$ cat src/rtl/cnn_tick_scheduler.sv
// -----------------------------------------------------------------------------
// cnn_tick_scheduler
//
// Purpose:
//   Hands out one-cycle "tick" enables to the CNN pipeline stages. Time is
//   divided into periods of div clock cycles. At the start of each period, one
//   requesting stage may receive a tick. Stages are served round-robin from a
//   rotating pointer, so a stage that keeps requesting cannot starve the
//   others. A stop request lets the current period run out (DRAIN) before the
//   scheduler returns to IDLE.
//
// Ports:
//   clock_in  in   1      system clock, rising edge
//   rst       in   1      synchronous active-high reset
//   cfg_we    in   1      divisor write strobe (accepted only in IDLE)
//   cfg_div   in   CNT_W  divisor value; values below 2 are rejected
//   start     in   1      start-scheduling pulse (IDLE only)
//   stop      in   1      stop-scheduling pulse (RUN only, beats start)
//   req       in   N_REQ  per-stage tick request, sampled at period start
//   tick_en   out  N_REQ  one-hot, one-cycle enable to the granted stage
//   grant_id  out  2      index of the most recent grant
//   busy      out  1      high whenever the scheduler is not IDLE
//   cfg_err   out  1      one-cycle pulse after a rejected divisor write
// -----------------------------------------------------------------------------
module cnn_tick_scheduler #(
   parameter int N_REQ       = 4,
   parameter int CNT_W       = 28,
   parameter int DIV_DEFAULT = 6
) (
   input  logic             clock_in,
   input  logic             rst,
   input  logic             cfg_we,
   input  logic [CNT_W-1:0] cfg_div,
   input  logic             start,
   input  logic             stop,
   input  logic [N_REQ-1:0] req,
   output logic [N_REQ-1:0] tick_en,
   output logic [1:0]       grant_id,
   output logic             busy,
   output logic             cfg_err
);

   typedef enum logic [1:0] {
      ST_IDLE  = 2'd0,
      ST_RUN   = 2'd1,
      ST_DRAIN = 2'd2
   } state_t;

   state_t           state_q,    state_d;
   logic [CNT_W-1:0] cnt_q,      cnt_d;
   logic [CNT_W-1:0] div_q,      div_d;
   logic [1:0]       ptr_q,      ptr_d;
   logic [N_REQ-1:0] tick_en_q,  tick_en_d;
   logic [1:0]       grant_id_q, grant_id_d;
   logic             cfg_err_q,  cfg_err_d;

   // ---------------------------------------------------------------------------
   // Round-robin search. The request vector is rotated so that bit 0 of
   // req_rot is the stage the pointer names; the lowest set bit of req_rot is
   // then the first requester at or after the pointer, with wrap-around.
   // ---------------------------------------------------------------------------
   logic [2*N_REQ-1:0] req_dbl;
   logic [N_REQ-1:0]   req_rot;
   logic [1:0]         grant_off;
   logic [1:0]         grant_idx;
   logic               req_found;

   assign req_dbl = {req, req};

   genvar gi;
   generate
      for (gi = 0; gi < N_REQ; gi++) begin : g_rot
         assign req_rot[gi] = req_dbl[{1'b0, ptr_q} + 3'(gi)];
      end
   endgenerate

   always_comb begin
      grant_off = '0;
      // Walk from the top down so the lowest set offset is the one that sticks.
      for (int k = N_REQ - 1; k >= 0; k--) begin
         if (req_rot[k]) begin
            grant_off = 2'(k);
         end
      end
   end

   assign req_found = |req_rot;
   assign grant_idx = ptr_q + grant_off;   // 2-bit add wraps modulo 4

   // ---------------------------------------------------------------------------
   // Next-state logic
   // ---------------------------------------------------------------------------
   logic cnt_last;
   assign cnt_last = (cnt_q == div_q - CNT_W'(1));

   always_comb begin
      state_d    = state_q;
      cnt_d      = cnt_q;
      div_d      = div_q;
      ptr_d      = ptr_q;
      grant_id_d = grant_id_q;
      tick_en_d  = '0;
      cfg_err_d  = 1'b0;

      // A divisor of 0 or 1 would give a degenerate period, and changing the
      // divisor while counting would tear the current period, so both are
      // refused and flagged.
      if (cfg_we) begin
         if ((state_q == ST_IDLE) && (cfg_div >= CNT_W'(2))) begin
            div_d = cfg_div;
         end else begin
            cfg_err_d = 1'b1;
         end
      end

      case (state_q)
         ST_IDLE: begin
            if (start && !stop) begin
               state_d = ST_RUN;
               cnt_d   = '0;
            end
         end

         ST_RUN: begin
            cnt_d = cnt_last ? '0 : cnt_q + CNT_W'(1);
            // Only the request value at the first cycle of a period counts; an
            // empty slot leaves the pointer where it was.
            if ((cnt_q == '0) && req_found) begin
               tick_en_d  = N_REQ'(1) << grant_idx;
               grant_id_d = grant_idx;
               ptr_d      = grant_idx + 2'd1;
            end
            // The grant above still goes out on the edge that sees stop.
            if (stop) begin
               state_d = ST_DRAIN;
            end
         end

         ST_DRAIN: begin
            cnt_d = cnt_last ? '0 : cnt_q + CNT_W'(1);
            if (cnt_last) begin
               state_d = ST_IDLE;
            end
         end

         default: begin
            state_d = ST_IDLE;
            cnt_d   = '0;
         end
      endcase
   end

   // ---------------------------------------------------------------------------
   // State registers
   // ---------------------------------------------------------------------------
   always_ff @(posedge clock_in) begin
      if (rst) begin
         state_q    <= ST_IDLE;
         cnt_q      <= '0;
         div_q      <= CNT_W'(DIV_DEFAULT);
         ptr_q      <= '0;
         tick_en_q  <= '0;
         grant_id_q <= '0;
         cfg_err_q  <= 1'b0;
      end else begin
         state_q    <= state_d;
         cnt_q      <= cnt_d;
         div_q      <= div_d;
         ptr_q      <= ptr_d;
         tick_en_q  <= tick_en_d;
         grant_id_q <= grant_id_d;
         cfg_err_q  <= cfg_err_d;
      end
   end

   assign tick_en  = tick_en_q;
   assign grant_id = grant_id_q;
   assign cfg_err  = cfg_err_q;
   assign busy     = (state_q != ST_IDLE);

endmodule

$ cat config.mk
export PLATFORM = sky130hd
export DESIGN_NAME = cnn_tick_scheduler
export DESIGN_NICKNAME = d
export VERILOG_FILES = /design/src/rtl/cnn_tick_scheduler.sv
export SDC_FILE = /design/constraint.sdc
export NUM_CORES = 1
export LEC_CHECK = 0
export CORE_MARGIN = 3
export CORE_UTILIZATION = 38
export CTS_CLUSTER_DIAMETER = 150
export CTS_CLUSTER_SIZE = 24
export DETAILED_ROUTE_END_ITERATION = 8
export PLACE_DENSITY = 0.59
export SYNTH_ARGS = -nofsm -noshare
export SYNTH_HDL_FRONTEND = slang
export SYNTH_SLANG_ARGS = --single-unit
$ cat constraint.sdc
create_clock -name clock_in -period 6.8 [get_ports clock_in]
set_clock_uncertainty 0.1 [all_clocks]
set_input_delay 1.02 -clock clock_in [delete_from_list [all_inputs] [get_ports clock_in]]
set_output_delay 1.02 -clock clock_in [all_outputs]
set_load 0.01 [all_outputs]
==> results of run 1 <==
==> layout make-up <==
class / instances / area, sq um
fill: 1063 / 5650
multi-input combinational: 417 / 2720
sequential: 67 / 1340
timing repair buffer: 47 / 463
tap: 136 / 170
clock buffer: 11 / 141
clock inverter: 5 / 62.6
inverter: 16 / 60.1
==> cells by family (layout without fill, tap and decap cells) <==
| logic type | after synthesis | count (layout) | share of synthesized area |
|---|---|---|---|
| flip-flops | 67 | 67 | 0.317 |
| XOR/XNOR | 37 | 37 | 0.0765 |
| AND/OR/NAND/NOR | 241 | 241 | 0.303 |
| adder cells (fa/ha/maj) | 9 | 9 | 0.0266 |
| multiplexers | 34 | 34 | 0.0803 |
| AO/OA/AOI/OAI | 96 | 96 | 0.154 |
| buffers and inverters | 43 | 79 | 0.0425 |
==> metrics by stage <==
stage	cells	hold slack (ps)	setup slack (ps)	power, mW
detailed placement	683	395	2060	1.01
CTS	699	405	2030	1.36
global placement	683	369	2110	1.01
global route	699	441	1800	1.45
finish	699	404	2040	1.35
floorplan	527	348	2900	0.881
==> worst paths after layout <==
path | slack, ps | from | end
setup / recovery | 2040 | div_q[10] | cnt_q[11]
hold / removal | 400 | state_q[1] | state_q[1]
setup reg to reg | 2040 | div_q[10] | cnt_q[11]
hold reg to reg | 400 | state_q[1] | state_q[1]
==> worst max-delay path, cell delays in order, from the launching register on <==
cell	delay [ps]
dfxtp_1	380
or4_4	590
or4b_4	560
or4_4	520
or3b_1	400
a211o_1	290
a22o_1	250
o311ai_4	840
nor2_2	410
a22o_1	310
==> cell usage after synthesis, drive strengths merged, types with 4 or more instances <==
cell,n
a21oi,13
a22o,26
and2,5
and3,23
and4,4
buf,7
clkbuf,20
dfxtp,67
ha,9
inv,16
mux2i,34
nand2,29
nand2b,4
nand3,16
nand3b,5
nand4,10
nor2,65
nor2b,19
nor3,20
nor4,22
o21ai,36
or4,9
xnor2,22
xor2,15
==> flip-flops by register name, summed over array words and instances (netlist names) <==
name and count:
cfg_err 1, cnt_q 28, ptr_q 2, tick_en 4, state_q 2, div_q 28, grant_id 2
==> layer usage <==
metal / vias to the layer above / wire length [um]
li1: 1978 / -
met1: 1839 / 5380
met2: 83 / 4930
met3: 17 / 603
met4: 0 / 208
met5: - / 0
==> power by group through the flow <==
stage                     combinational [mW]  clock [mW]  sequential (mW)
after floorplan                        0.394           0            0.487
after global placement                 0.496           0            0.509
after detailed placement               0.502           0            0.511
after CTS                              0.504       0.352            0.502
after global routing                   0.567       0.371            0.512
final                                  0.505       0.345            0.503
==> placed cells by master, fill, tap and decap left out, types with 7 or more instances in the layout <==
| master | n |
|---|---|
| nor2_1 | 64 |
| nand3_1 | 16 |
| mux2i_1 | 34 |
| o21ai_1 | 25 |
| nor4_1 | 22 |
| a22o_1 | 26 |
| xnor2_1 | 22 |
| nand2_1 | 29 |
| a21oi_1 | 13 |
| and3_1 | 23 |
| clkdlybuf4s50_1 | 44 |
| or4_1 | 7 |
| inv_1 | 16 |
| dfxtp_1 | 67 |
| xor2_1 | 15 |
| nor3_1 | 20 |
| ha_1 | 9 |
| clkbuf_8 | 10 |
| nand4_1 | 10 |
| o21ai_0 | 11 |
| nor2b_1 | 19 |
==> flow_summary.toml, run 1 <==
[run_status]
status = "complete, no violations"

[yosys]
synth_nets = 573
synth_top_area_share = 0.317
synthArstFlopShare = 0
ys_seq_area_frac = 0.317
synthFlopType = "dfxtp_1"
synth_cell_type_count = 50
synth_top_area_cell = "dfxtp_1"
ys_seq_elements = 67
synthTopCellsByArea = "dfxtp_1 (32%), mux2i_1 (8.0%), nor2_1 (5.7%)"
syn_area_per_cell_sq_um = 8.04
synth_edf_count = 0
syn_area_sq_mm = 0.00424
synth_cells = 527
ys_warn_count = 0

[global_route]
antenna_found_initial = 0
use_met2 = 0.290
grt_overflow_total = 0
grt_usage = 0.182
grt_start_max_net_pins = 36
first_global_vias = 3613
grt_pass1_wl_mm = 18.6
grtUsageMet1 = 0.248
grtUsageMet3 = 0.0386
top_usage_layer = "met2"

[die]
core_sq_mm = 0.0106
die-area_sq_mm = 0.0125
row_count = 37
pin_count = 45
dieHeight_um = 112
start_util = 0.400
fp.dieW_um = 112

[placed_design]
hpwlAfterDp_mm = 8.30
gp_congestion = 0.852
portBuffers = 44
place_area_sq_mm = 0.00475

[power]
seqPwrFrac = 0.372
vdd_drop_max_mv = 0.184
switching_share = 0.373
p_clk_frac = 0.255
intPower_mw = 0.848
comb_power_share = 0.373
switching_power_mw = 0.505
p_leak_nw = 2.01
power_density_mw_per_mm2 = 273

[cts]
cts_buffers = 9
cts_tree = "yes"
cts_max_level = 3
cts-resized-gates = 0
post-cts-setup-buffers = 0
worst_skew_pair.late_latency_ps = 360
clockBufferDepth = 2
root_buffer = "clkbuf_8"
clkSinkCount = 67
postCtsHoldBufs = 0
clkSlewWorstSetupHoldPaths_ps = 80

[worst_setup_path]
path_class = "register to register"
arrival_ps = 4910
start_kind = "register"
critPathCaptureType = "register"
worst-path-max-fanout = 25
reg2reg_depth = 9
critical_path_required_ps = 6950

[sta]
timing_hold_violations_final = 0
setup_violations = 0
fmax_mhz = 210
fin_setup_tns_ps = 0
relSlewSlack = 0.320
max_slew.worst_pin.slew_ps = 1020
period_minus_slack_ps = 4760
rsz0062_at_grt = "false"
maxSlewViolCount = 0
fin_crit_sh = 0.700

[final_layout]
area_growth_pct = 16.9
antennaDiodeCount = 0
design_area_sq_mm = 0.00496
layout.nets = 604
drive_above_1_share = 0.0426
utilization = 0.467

[detailed_routing]
ant_nets = 0
initialDrtViolationCount = 230
num_vias = 3917
finalWirelength_mm = 11.1
wire_per_inst_um = 15.9
firstDrtPassIters = 4
drc = 0
viasPerCell = 5.60

[min_path]
holdCritPathClass = "register to register"
hold_depth = 2

[job]
drv_cap = 0
Note: power is estimated with default switching activity, not from simulation.
==> run 2: changes to the inputs <==
--- a/config.mk
+++ b/config.mk
@@ -10,7 +10,7 @@
 export CTS_CLUSTER_DIAMETER = 150
 export CTS_CLUSTER_SIZE = 24
 export DETAILED_ROUTE_END_ITERATION = 8
-export PLACE_DENSITY = 0.59
+export PLACE_DENSITY = 0.61
 export SYNTH_ARGS = -nofsm -noshare
 export SYNTH_HDL_FRONTEND = slang
 export SYNTH_SLANG_ARGS = --single-unit
==> constraint.sdc (replaced) <==
create_clock -name clock_in -period 4.35 [get_ports clock_in]
set_clock_uncertainty 0.1 [all_clocks]
set_input_delay 0.6525 -clock clock_in [delete_from_list [all_inputs] [get_ports clock_in]]
set_output_delay 0.6525 -clock clock_in [all_outputs]
set_load 0.01 [all_outputs]
==> run 2 against run 1 <==
Effect of this change:
- clock power grew 38%
- utilization is 0.12 points higher
- design area up 0.25%
- die area is the same
- worst setup slack worse by 1900 ps
- via count rose by 0.15%
- critical path type unchanged
==> flow_summary.toml, run 2 (same netlist as run 1, synthesis figures left out) <==
[final_layout]
multi_input_area_sq_mm = 0.00272
design_area_sq_mm = 0.00497
area_growth_pct = 17.2
utilization = 0.469
layout_commonest_cell = "dfxtp_1"
final_cells = 704
most-common-layout-cells = "dfxtp_1 (67), nor2_1 (64), clkdlybuf4s50_1 (44)"
seq_area_sq_mm = 0.00134
antennaDiodeCount = 0
fillers = 1059
drive_above_1_share = 0.0528
layout.nets = 609

[detailed_routing]
firstDrtPassIters = 4
num_vias = 3923
ant_nets = 0
finalWirelength_mm = 11.5
initialDrtViolationCount = 214
viasPerCell = 5.57
drc = 0
wire_per_inst_um = 16.3

[placed_design]
portBuffers = 44
dp_slack_ps = 192
place_area_sq_mm = 0.00479
dp_cells = 688
gp_congestion = 0.908
hpwlAfterDp_mm = 8.62

[sta]
maxSlewViolCount = 0
timing_hold_violations_final = 0
fin_crit_sh = 0.962
final.setup.worst_slack_ps = 167
fmax_mhz = 239
fin_setup_tns_ps = 0
max_slew.worst_pin.slew_ps = 993
setup_violations = 0
period_minus_slack_ps = 4180
relSlewSlack = 0.337
rsz0062_at_grt = "false"

[worst_setup_path]
timing.rr.start = "div_q[15]"
reg2reg_depth = 10
critical_path_required_ps = 4500
worst-path-max-fanout = 25
arrival_ps = 4330
start_kind = "register"
ff2ff_setup_slack_ps = 170
critPathCaptureType = "register"
reg2reg_to = "cnt_q[10]"
path_class = "register to register"

[power]
power_density_mw_per_mm2 = 418
p_leak_nw = 2.02
vdd_drop_max_mv = 0.255

[cts]
cts_buffers = 9
worst_skew_pair.late_latency_ps = 360
post-cts-setup-buffers = 0
clkSinkCount = 67
clkSlewWorstSetupHoldPaths_ps = 70
postCtsHoldBufs = 0
cts-resized-gates = 0
clockBufferDepth = 2
cts_tree = "yes"
root_buffer = "clkbuf_8"
cts_max_level = 3

[global_route]
grt_overflow_total = 0
antenna_found_initial = 0
grt_usage = 0.187
grt_start_max_net_pins = 35
first_global_vias = 3754
grt_pass1_wl_mm = 19.0

[min_path]
hold_depth = 2
holdCritPathClass = "register to register"
min_to = "state_q[1]"
worstHoldStart = "state_q[1]"

[die]
dieHeight_um = 112
row_count = 37
die-area_sq_mm = 0.0125
pin_count = 45
core_sq_mm = 0.0106
fp.dieW_um = 112
start_util = 0.400

[run_status]
status = "complete, no violations"

[job]
drv_cap = 0
-- run 2: cell type report --
type                            count  area share
Tap cell                          136      0.0342
Clock buffer                       10      0.0277
Timing Repair Buffer               52       0.101
Inverter                           16      0.0121
Multi-Input combinational cell    417       0.547
Clock inverter                      6     0.00831
Sequential cell                    67       0.270
-- run 2: report_power, final --
part           switching (mW)  leakage [nW]  internal [mW]
clock network           0.256        0.0843          0.221
registers              0.0982         0.545          0.683
logic                   0.446          1.39          0.373
-- run 2: worst max-delay path by stage --
| stage | startpoint | end | slack (ps) |
|---|---|---|---|
| after floorplan | div_q[11] | cnt_q[4] | 450 |
| after global placement | div_q[15] | cnt_q[3] | 240 |
| after detailed placement | div_q[15] | cnt_q[10] | 190 |
| after CTS | div_q[15] | cnt_q[10] | 180 |
| after global routing | div_q[15] | cnt_q[18] | 8 |
| final | div_q[15] | cnt_q[10] | 170 |
-- run 2: routing by layer --
metal  track usage  vias up  wire length, um
li1              -     1986                -
met1         0.257     1861             5720
met2         0.300       63             5200
met3        0.0364       13              446
met4        0.0535        0              137
met5             0        -                0
-- run 2: critical path, cell delays in order, from the launching register on --
cell	delay, ps
dfxtp_1	350
or4_1	570
or4b_4	530
or4_4	520
or3b_1	400
a211o_1	300
a22o_1	250
o311ai_4	210
buf_4	320
nor2_2	250
a22o_1	270
-- run 2: through the flow --
step	hold WS, ps	total power, mW
5_1_grt	410	2.22
3_3_place_gp	365	1.59
3_5_place_dp	374	1.61
6_report	379	2.08
2_1_floorplan	348	1.38
4_1_cts	384	2.09
